--- config.mk ---
export PLATFORM = sky130hd
export DESIGN_NAME = mux_rr_arbiter
export DESIGN_NICKNAME = d
export VERILOG_FILES = /design/src/rtl/mux_arb_pkg.sv /design/src/rtl/mux_rr_arbiter_mux4.sv /design/src/rtl/mux_rr_arbiter.sv
export SDC_FILE = /design/constraint.sdc
export NUM_CORES = 1
export LEC_CHECK = 0
export CAP_MARGIN = 25
export CORE_UTILIZATION = 37
export CTS_CLUSTER_SIZE = 10
export DETAILED_ROUTE_END_ITERATION = 10
export PLACE_DENSITY = 0.75
export SYNTH_ARGS = -nofsm -noshare
export SYNTH_HDL_FRONTEND = slang
export SYNTH_SLANG_ARGS = --single-unit
--- constraint.sdc ---
create_clock -name clk -period 1.8 [get_ports clk]
set_input_delay 0.18 -clock clk [delete_from_list [all_inputs] [get_ports clk]]
set_output_delay 0.18 -clock clk [all_outputs]
set_load 0.1 [all_outputs]
--- src/rtl/mux_arb_pkg.sv ---
// Shared widths, FSM state type and round-robin search for the 4-way arbitrated mux.
// Latency: n/a (types, constants and a pure combinational function).
// Backpressure: n/a.
package mux_arb_pkg;

  localparam int NUM_REQ = 4;
  localparam int DATA_W  = 4;
  localparam int SEL_W   = 2;

  typedef enum logic [0:0] {
    IDLE  = 1'b0,
    GRANT = 1'b1
  } state_t;

  // Pick the first active requester after 'last', wrapping 3 -> 0.
  // If nothing is requesting, 'last' comes back unchanged; callers gate on |req.
  function automatic logic [SEL_W-1:0] rr_pick(input logic [NUM_REQ-1:0] req,
                                               input logic [SEL_W-1:0]   last);
    logic [SEL_W-1:0] idx;
    logic             found;
    rr_pick = last;
    found   = 1'b0;
    for (int i = 1; i <= NUM_REQ; i++) begin
      idx = last + SEL_W'(i);
      if (!found && req[idx]) begin
        rr_pick = idx;
        found   = 1'b1;
      end
    end
  endfunction

endpackage

--- src/rtl/mux_rr_arbiter_mux4.sv ---
// 4:1 data mux steered by the arbiter's registered owner index.
// Latency: purely combinational, zero cycles.
// Backpressure: none; output follows sel and inputs.
module mux_rr_arbiter_mux4
  import mux_arb_pkg::*;
(
  input  logic [DATA_W-1:0] a,
  input  logic [DATA_W-1:0] b,
  input  logic [DATA_W-1:0] c,
  input  logic [DATA_W-1:0] d,
  input  logic [SEL_W-1:0]  sel,
  output logic [DATA_W-1:0] y
);

  // Select one requester's data by index.
  always_comb begin
    y = a;
    case (sel)
      2'd0:    y = a;
      2'd1:    y = b;
      2'd2:    y = c;
      default: y = d;
    endcase
  end

endmodule

--- src/rtl/mux_rr_arbiter.sv ---
// Round-robin arbiter over 4 requesters with burst cap, driving a 4:1 data mux.
// Latency: grant one cycle after request seen in IDLE; one idle bubble after every release.
// Backpressure: out_ready low freezes the burst (owner, count, data) with no timeout.
module mux_rr_arbiter
  import mux_arb_pkg::*;
#(
  parameter int MAX_BURST = 4
) (
  input  logic               clk,
  input  logic               rst_n,
  input  logic [NUM_REQ-1:0] req,
  input  logic [DATA_W-1:0]  a,
  input  logic [DATA_W-1:0]  b,
  input  logic [DATA_W-1:0]  c,
  input  logic [DATA_W-1:0]  d,
  input  logic               out_ready,
  output logic [NUM_REQ-1:0] gnt,
  output logic [SEL_W-1:0]   sel,
  output logic [DATA_W-1:0]  y,
  output logic               out_valid
);

  localparam logic [3:0] LAST_BEAT = 4'(MAX_BURST - 1);

  state_t             state_q, state_d;
  logic [SEL_W-1:0]   sel_q, sel_d;
  logic [NUM_REQ-1:0] gnt_q, gnt_d;
  logic [3:0]         beat_cnt_q, beat_cnt_d;
  logic [SEL_W-1:0]   last_owner_q, last_owner_d;
  logic [SEL_W-1:0]   winner;

  // State register; reset leaves last_owner at 3 so requester 0 wins first.
  always_ff @(posedge clk or negedge rst_n) begin
    if (!rst_n) begin
      state_q      <= IDLE;
      sel_q        <= '0;
      gnt_q        <= '0;
      beat_cnt_q   <= '0;
      last_owner_q <= SEL_W'(NUM_REQ - 1);
    end else begin
      state_q      <= state_d;
      sel_q        <= sel_d;
      gnt_q        <= gnt_d;
      beat_cnt_q   <= beat_cnt_d;
      last_owner_q <= last_owner_d;
    end
  end

  // Next-state: arbitrate in IDLE, count beats and release in GRANT.
  always_comb begin
    state_d      = state_q;
    sel_d        = sel_q;
    gnt_d        = gnt_q;
    beat_cnt_d   = beat_cnt_q;
    last_owner_d = last_owner_q;
    out_valid    = 1'b0;
    winner       = rr_pick(req, last_owner_q);
    case (state_q)
      IDLE: begin
        if (|req) begin
          sel_d      = winner;
          gnt_d      = NUM_REQ'(1) << winner;
          beat_cnt_d = '0;
          state_d    = GRANT;
        end
      end
      GRANT: begin
        out_valid = req[sel_q];
        // Owner dropping its request, or finishing its last allowed beat, releases.
        if (!req[sel_q] || (out_ready && beat_cnt_q == LAST_BEAT)) begin
          state_d      = IDLE;
          gnt_d        = '0;
          beat_cnt_d   = '0;
          last_owner_d = sel_q;
        end else if (out_ready) begin
          beat_cnt_d = beat_cnt_q + 4'd1;
        end
      end
      default: begin
        state_d = IDLE;
        gnt_d   = '0;
      end
    endcase
  end

  assign gnt = gnt_q;
  assign sel = sel_q;

  mux_rr_arbiter_mux4 u_mux (
    .a   (a),
    .b   (b),
    .c   (c),
    .d   (d),
    .sel (sel_q),
    .y   (y)
  );

endmodule

== Word level (Yosys, flattened, before mapping) ==
Cells that the tools add are included.
Widths: inputs -> output; s select.

* Bits of input ports: 23
* Output and inout bits: 11
* Register bits after elaboration: 13

* Reductions and logical operators: 15
* Bitwise operators: 1
* Magnitude comparators: 5
* Mux-type cells: 29
* Add/sub/neg operators: 4
* Shift operators: 1
* Equality and inequality tests: 6

{| class="wikitable"
|+ Operators by type and width
! operator !! count
|-
| $mux 4 || 5
|-
| $pmux 4 s2 || 2
|-
| $lt 2x3->1 const B || 5
|-
| $pmux 4 s3 || 1
|-
| $mux 1 || 11
|-
| $bmux 1 s2 || 5
|-
| $mux 2 || 4
|-
| $reduce_and 2->1 || 4
|-
| $add 2x2->2 const B || 2
|-
| $add 4x1->4 const B || 1
|-
| $eq 4x2->1 const B || 1
|-
| $logic_and 1x1->1 || 4
|-
| $logic_not 1->1 || 4
|-
| $reduce_or 4->1 || 1
|-
| $shl 1x2->4 const A || 1
|-
| $ne 3x2->1 const B || 1
|-
| $add 2x1->2 const B || 1
|-
| $eq 2x1->1 const B || 1
|-
| $eq 2x2->1 const B || 1
|-
| $logic_not 2->1 || 1
|-
| $ne 2x1->1 const B || 1
|-
| $ne 2x2->1 const B || 1
|-
| $pmux 1 s2 || 1
|-
| $logic_or 1x1->1 || 1
|-
| $not 1->1 || 1
|}

== Logic depth before layout (Yosys ltp) ==
* Depth in word-level cells: 16
* Mapped depth: 5

== Hierarchy ==
A second synthesis with hierarchy kept.

* Cells, all modules: 70
* Area total of the unflattened synthesis: 793.3 um^2

{| class="wikitable"
|+ By module, submodules not included
! module !! area each (um^2) !! instances !! cells an instance !! seq. area each (um^2)
|-
| mux_rr_arbiter || 688.2 || 1 || 66 || 327.8
|-
| mux_rr_arbiter_mux4 || 105.1 || 1 || 4 || 0.0
|}

== Worst setup path before layout ==
Ideal clock, no wire load.

* Path type: register -> register
* From: register sel_q[0], in the netlist sel[0]
* To: register beat_cnt_q[0]
* Stages on the path, launching flop included: 6
* Path slack: -0.608 ns
* Library setup time: 0.127 ns
* Data arrival time: 2.280 ns
* Period minus slack after synthesis: 2.408 ns
* Path through: dfrtp_1 -> buf_6 -> mux4_2 -> and2_2 -> nand3_1 -> o21ai_0

* Cells in the longest elaborated chain, start to end: 6
* Elaborated cells on any way between the ends: 8
* Those cells by class: eq/ne: 1; mux: 4; reduce/logical: 3

{| class="wikitable"
|+ RTL lines
! element !! line !! text
|-
| from (decl) || mux_rr_arbiter.sv:26 || <nowiki>logic [SEL_W-1:0] sel_q, sel_d;</nowiki>
|-
| from (signal assigned) || mux_rr_arbiter.sv:42 || <nowiki>sel_q <= sel_d;</nowiki>
|-
| $bmux 1 s2 * || mux_rr_arbiter.sv:70 || <nowiki>if (!req[sel_q] || (out_ready && beat_cnt_q == LAST_BEAT)) begin</nowiki>
|-
| $mux 1 (not written as such) * || mux_rr_arbiter.sv:70 ||
|-
| $logic_not 1->1 * || mux_rr_arbiter.sv:70 ||
|-
| $logic_or 1x1->1 * || mux_rr_arbiter.sv:70 ||
|-
| $mux 4 / $ne 3x2->1 (equally long branches) || - ||
|-
| $pmux 4 s2 / $reduce_and 2->1 (equally long branches) || - ||
|-
| to (signal assigned) || mux_rr_arbiter.sv:44 || <nowiki>beat_cnt_q <= beat_cnt_d;</nowiki>
|-
| to (decl) || mux_rr_arbiter.sv:28 || <nowiki>logic [3:0] beat_cnt_q, beat_cnt_d;</nowiki>
|}

Every way passes the cells marked *; elsewhere a longest branch is shown, timed or not. The select of a mux whose other input is x is not followed.
A chain may end at the register's enable or synchronous reset.

== Worst setup path in the final report ==
* From: register sel_q[0], in the netlist sel[0]
* To: output port out_valid

* Cells in the longest elaborated chain, start to end: 3

{| class="wikitable"
|+ RTL lines
! element !! line !! text
|-
| $bmux 1 s2 || mux_rr_arbiter.sv:68 || <nowiki>out_valid = req[sel_q];</nowiki>
|-
| $mux 1 (not written as such) || mux_rr_arbiter.sv:68 ||
|-
| $mux 1 || mux_rr_arbiter.sv:58 || <nowiki>case (state_q)</nowiki>
|-
| to (decl) || mux_rr_arbiter.sv:20 || <nowiki>output logic out_valid</nowiki>
|}

Every way passes these cells. The select of a mux whose other input is x is not followed.

==> flow_summary.toml <==
[outcome]
status = "finished, final reports clean"

[critical_path]
cp_max_fo = 3
reg2regPathDepth = 4
path_class = "flop to primary output"
r2r-end = "beat_cnt_q[2]$_DFFE_PN0P_"
critPathRequiredTime_ns = 1.62
end_kind = "primary output"
worst_setup_path_start_kind = "flop"
cp.arrival_ns = 1.60
reg2reg_slack_ns = 0.03
timing.rr.start = "sel[0]$_DFFE_PN0P_"

[final_layout]
drive_gt1_frac = 0.387
n_antenna_cell = 0
area_growth_pct = 71.0
layout.nets = 144
fin_util = 0.675
nFillCells = 161

[global_routing]
antenna_found_initial = 0
grt_pass1_vias = 746
grt_usage = 0.238
grt-ovfl-total = 0
grt_max_degree = 14
grt_pass1_wl_mm = 3.62

[timing]
clock.fmax_mhz = 561
setup_viol = 0
maxSlewViolCount = 0
rsz0062_at_grt = "yes"
layout_min_cycle_time_ns = 1.78
tightest_slew_ns = 0.553
slew-limit-headroom = 0.630
fin_hold_ws_ns = 0.252
fin_crit_sh = 0.990
skew_ns = 0.00295
hold_viol_final = 0

[cts]
cts.reportedPaths.clkPinSlew_ns = 0.08
clock-root-buffer = "clkbuf_4"
cts_buffers = 3
numClockSinks = 13
htreeDepth = 1
worstSkewPairLatency_ns = 0.28
cts_tree = "yes"
clock_path_buffers = 2

[synthesis]
syn_nets = 92
synth_top_area_share = 0.352
ys_seq_elements = 13
yosysTopAreaCell = "dfrtp_1"
synth_flop_cell = "dfrtp_1"
yosys_warnings = 0
netlist_instances = 68
synth_edf_count = 0
synth.area.top_cells = "dfrtp_1, mux4_1, dfstp_2"
avgSynthCellArea_sq_um = 11.5
seq_area_frac_synth = 0.419
async_flop_share = 1.00
syn_area_sq_um = 782
ys_top_cells_by_count = "dfrtp_1, a21oi_1, o21ai_0"
yosysMostFrequentCell = "dfrtp_1"
ys_types = 28

[detailed_routing]
detail-route-antenna-nets = 0
vias = 767
drc = 0
route.final.wire_length_mm = 2.24
viasPerCell = 5.25
routedWlPerCell_um = 15.3
firstDrtPassIters = 4
drtIter0Drc = 14

[hold_path]
holdCritPathClass = "input pin to async pin"

[place]
hpwl_mm = 1.73
gp_congestion = 0.773
portBuffers = 33

[floorplanning]
die_width_um = 48.0
rows = 16
die_area_sq_um = 2300
pin_count = 34
start_util = 0.395
die_h_um = 48.0
core_sq_um = 1980

[flow_run]
drv_cap = 0
## per-stage QoR
| stage | TNS (ns) | cells | instance area (sq um) | setup WS (ns) |
|---|---|---|---|---|
| finish | 0 | 146 | 1340 | 0.0174 |
| detailed placement | -0.642 | 141 | 1300 | -0.0976 |
| floorplan | -1.94 | 68 | 797 | -0.220 |
| CTS | -0.000781 | 145 | 1320 | -0.000470 |
| global placement | -0.736 | 141 | 1300 | -0.116 |
| global route | -0.131 | 146 | 1340 | -0.0270 |
## worst max path at each step
stage / startpoint / end / slack [ns] / cells past startpoint
floorplan: sel[0]$_DFFE_PN0P_ / beat_cnt_q[2]$_DFFE_PN0P_ / -0.22 / 5
global placement: req[3] / gnt[2]$_DFFE_PN0P_ / -0.12 / 7
detailed placement: out_ready / gnt[0]$_DFFE_PN0P_ / -0.1 / 5
CTS: sel[0]$_DFFE_PN0P_ / y[1] / -0.0005 / 3
global route: beat_cnt_q[0]$_DFFE_PN0P_ / beat_cnt_q[3]$_DFFE_PN0P_ / -0.03 / 6
finish: sel[0]$_DFFE_PN0P_ / out_valid / 0.02 / 3
## cells in the final DEF, fill, tap and decap left out, types with 2 or more instances in the layout
cell,netlist,layout
nand2_1,2,2
buf_12,0,6
mux4_2,1,5
a21oi_2,0,2
clkdlybuf4s50_1,0,22
a21oi_1,6,4
nand2b_1,4,4
dfstp_2,2,2
mux2_2,2,2
o21ai_1,0,2
inv_1,4,4
dfrtp_1,11,9
a32o_1,2,2
a22o_1,3,3
clkbuf_4,0,3
nor2_1,4,4
o21ai_0,6,4
buf_4,0,19
## worst max-delay path: stages, from the launching register on
cell     delay, ns
dfrtp_4       0.44
mux4_2        0.54
and2_4        0.18
buf_12        0.16
## sequential cells by signal, summed over array words and instances (netlist names)
name	cells
sel	2
last_owner_q	2
beat_cnt_q	4
gnt	4
state_q	1
## logic make-up (layout without fill, tap and decap cells)
logic type / count (synthesis) / after routing / synth area share
flip-flops: 13 / 13 / 0.419
adder cells (fa/ha/maj): 1 / 1 / 0.0160
buffers and inverters: 5 / 56 / 0.0336
AO/OA/AOI/OAI: 23 / 23 / 0.202
multiplexers: 7 / 7 / 0.192
AND/OR/NAND/NOR: 19 / 19 / 0.138
## layout make-up
cell class,count,area [sq um],area share
Sequential cell,13,333,0.249
Clock buffer,4,26.3,0.0196
Timing Repair Buffer,48,498,0.372
Inverter,4,15.0,0.0112
Tap cell,27,33.8,0.0253
Multi-Input combinational cell,50,432,0.323
## metal layers
layer,wire (um),vias to the layer above,track usage
met5,0,-,0
met4,25,0,0.0500
met3,84,5,0.0679
met2,1200,14,0.386
met1,934,380,0.315
li1,-,368,-
## timing repair
action / in CTS / in global routing
setup endpoints to repair: 5 / 9
pin swaps: 1 / 1
gates resized for setup: 6 / 3
gates cloned: 0 / 0
buffers inserted: 0 / 1
hold buffers: 0 / 0
Power is not shown: default switching activity piles up to over one toggle a cycle in this logic, so the estimate is an artifact.
==> variant, RTL diff (same flow settings) <==
Set the package constant `NUM_REQ` to 8 (it was 4).
--- a/src/rtl/mux_arb_pkg.sv
+++ b/src/rtl/mux_arb_pkg.sv
@@ -5,3 +5,3 @@
 
-  localparam int NUM_REQ = 4;
+  localparam int NUM_REQ = 8;
   localparam int DATA_W  = 4;
Ports: changed (resized gnt and req); port bits go from 34 to 42. No check against the original RTL was run, so the function may have changed too.
==> variant against the original RTL <==
Non-clock buffer count up 8; wire length is 18% higher; critical path type unchanged; critical endpoint is now y[3]; sequential cell count did not move; area after synthesis increased by 10%; design area grew 14%; worst setup slack better by 0.019 ns; highest routed layer unchanged.
==> variant: results (changes against the original RTL) <==
Routing
The number of detailed-route iterations in the first pass is 5 (+1). The routed length on met2 was 1.37 mm (+14%). The initial DRC count is 19 (+5).

Synth
The commonest cells after synthesis are 11 x dfrtp_1, 8 x a21oi_1, 5 x nand2b_1. The area fraction in compound gates after synthesis came to 21.5% (+1.3 points). The number of unique standard cell types used by synthesis is 36 (+29%).

The sequential cell area fraction in the yosys report came to 38.0% (-3.9 points).

Placed design
The half-perimeter wire length after placement came to 1.95 mm (+12%). The weighted congestion reported at the end of routability-driven placement is 0.734 (-5.0%).

GRT
The first-pass GRT wire length is 3.81 mm (+5.1%). The met1 track demand over resource came to 22.7% (-8.9 points).

STA
The largest clock skew in the final design is 0.00814 ns (+0.00519 ns).

Layout
The layout filler cell count is 165 (+2.5%). The final-layout non-clock buffer area share is 38.4% (+1.2 points). The count of sequential standard cells is 13 (unchanged). The number of multi-input combinational cells in the layout is 64 (+28%). The net total in the final layout came to 170 (+18%).

The footprint of the multi-input gates is 526 sq um (+22%). The clock-cell share of area is 1.81% (-0.16 points).

Setup path
The endpoint identified for the worst register-to-register timing path is gnt[3]. The arrival time at the worst endpoint is 1.58 ns (-0.02 ns). The setup slack of the most critical reg-to-reg path is 0.06 ns (+0.03 ns). The critical path ends at y[3]. The slowest stage of the critical path is the dfrtp_4 cell.

The launch point of the worst reg-to-reg path is sel[1].

Status
The flow ran to the end, and the final reports show no timing, DRC or antenna violations.
==> variant: cell types whose count changed in the layout (fill, tap and decap cells not counted), sizes merged, moves of 2 or more <==
cell / before / now
a21oi: 6 / 8
a22o: 3 / 0
a32o: 2 / 4
buf: 26 / 30
clkdlybuf4s50: 22 / 26
conb: 0 / 4
mux2i: 0 / 2
o31ai: 0 / 2
or4: 0 / 2
==> variant: per-stage QoR <==
step | instances | setup slack (ns) | power [W] | hold slack (ns) | cell area, sq um
global route | 169 | 0.00117 | 0.00314 | 0.302 | 1520
CTS | 165 | 0.00749 | 0.00295 | 0.272 | 1480
floorplan | 88 | -0.216 | 0.00201 | -0.116 | 908
detailed placement | 160 | -0.0701 | 0.00268 | 0.489 | 1420
finish | 169 | 0.0361 | 0.00303 | 0.252 | 1520
global placement | 160 | -0.0186 | 0.00264 | 0.482 | 1420
==> variant: repair_timing <==
action / in CTS / in global routing
gates resized for setup: 5 / 2
hold buffers: 0 / 0
pin swaps: 1 / 2
setup endpoints to repair: 9 / 13
setup buffers: 1 / 4
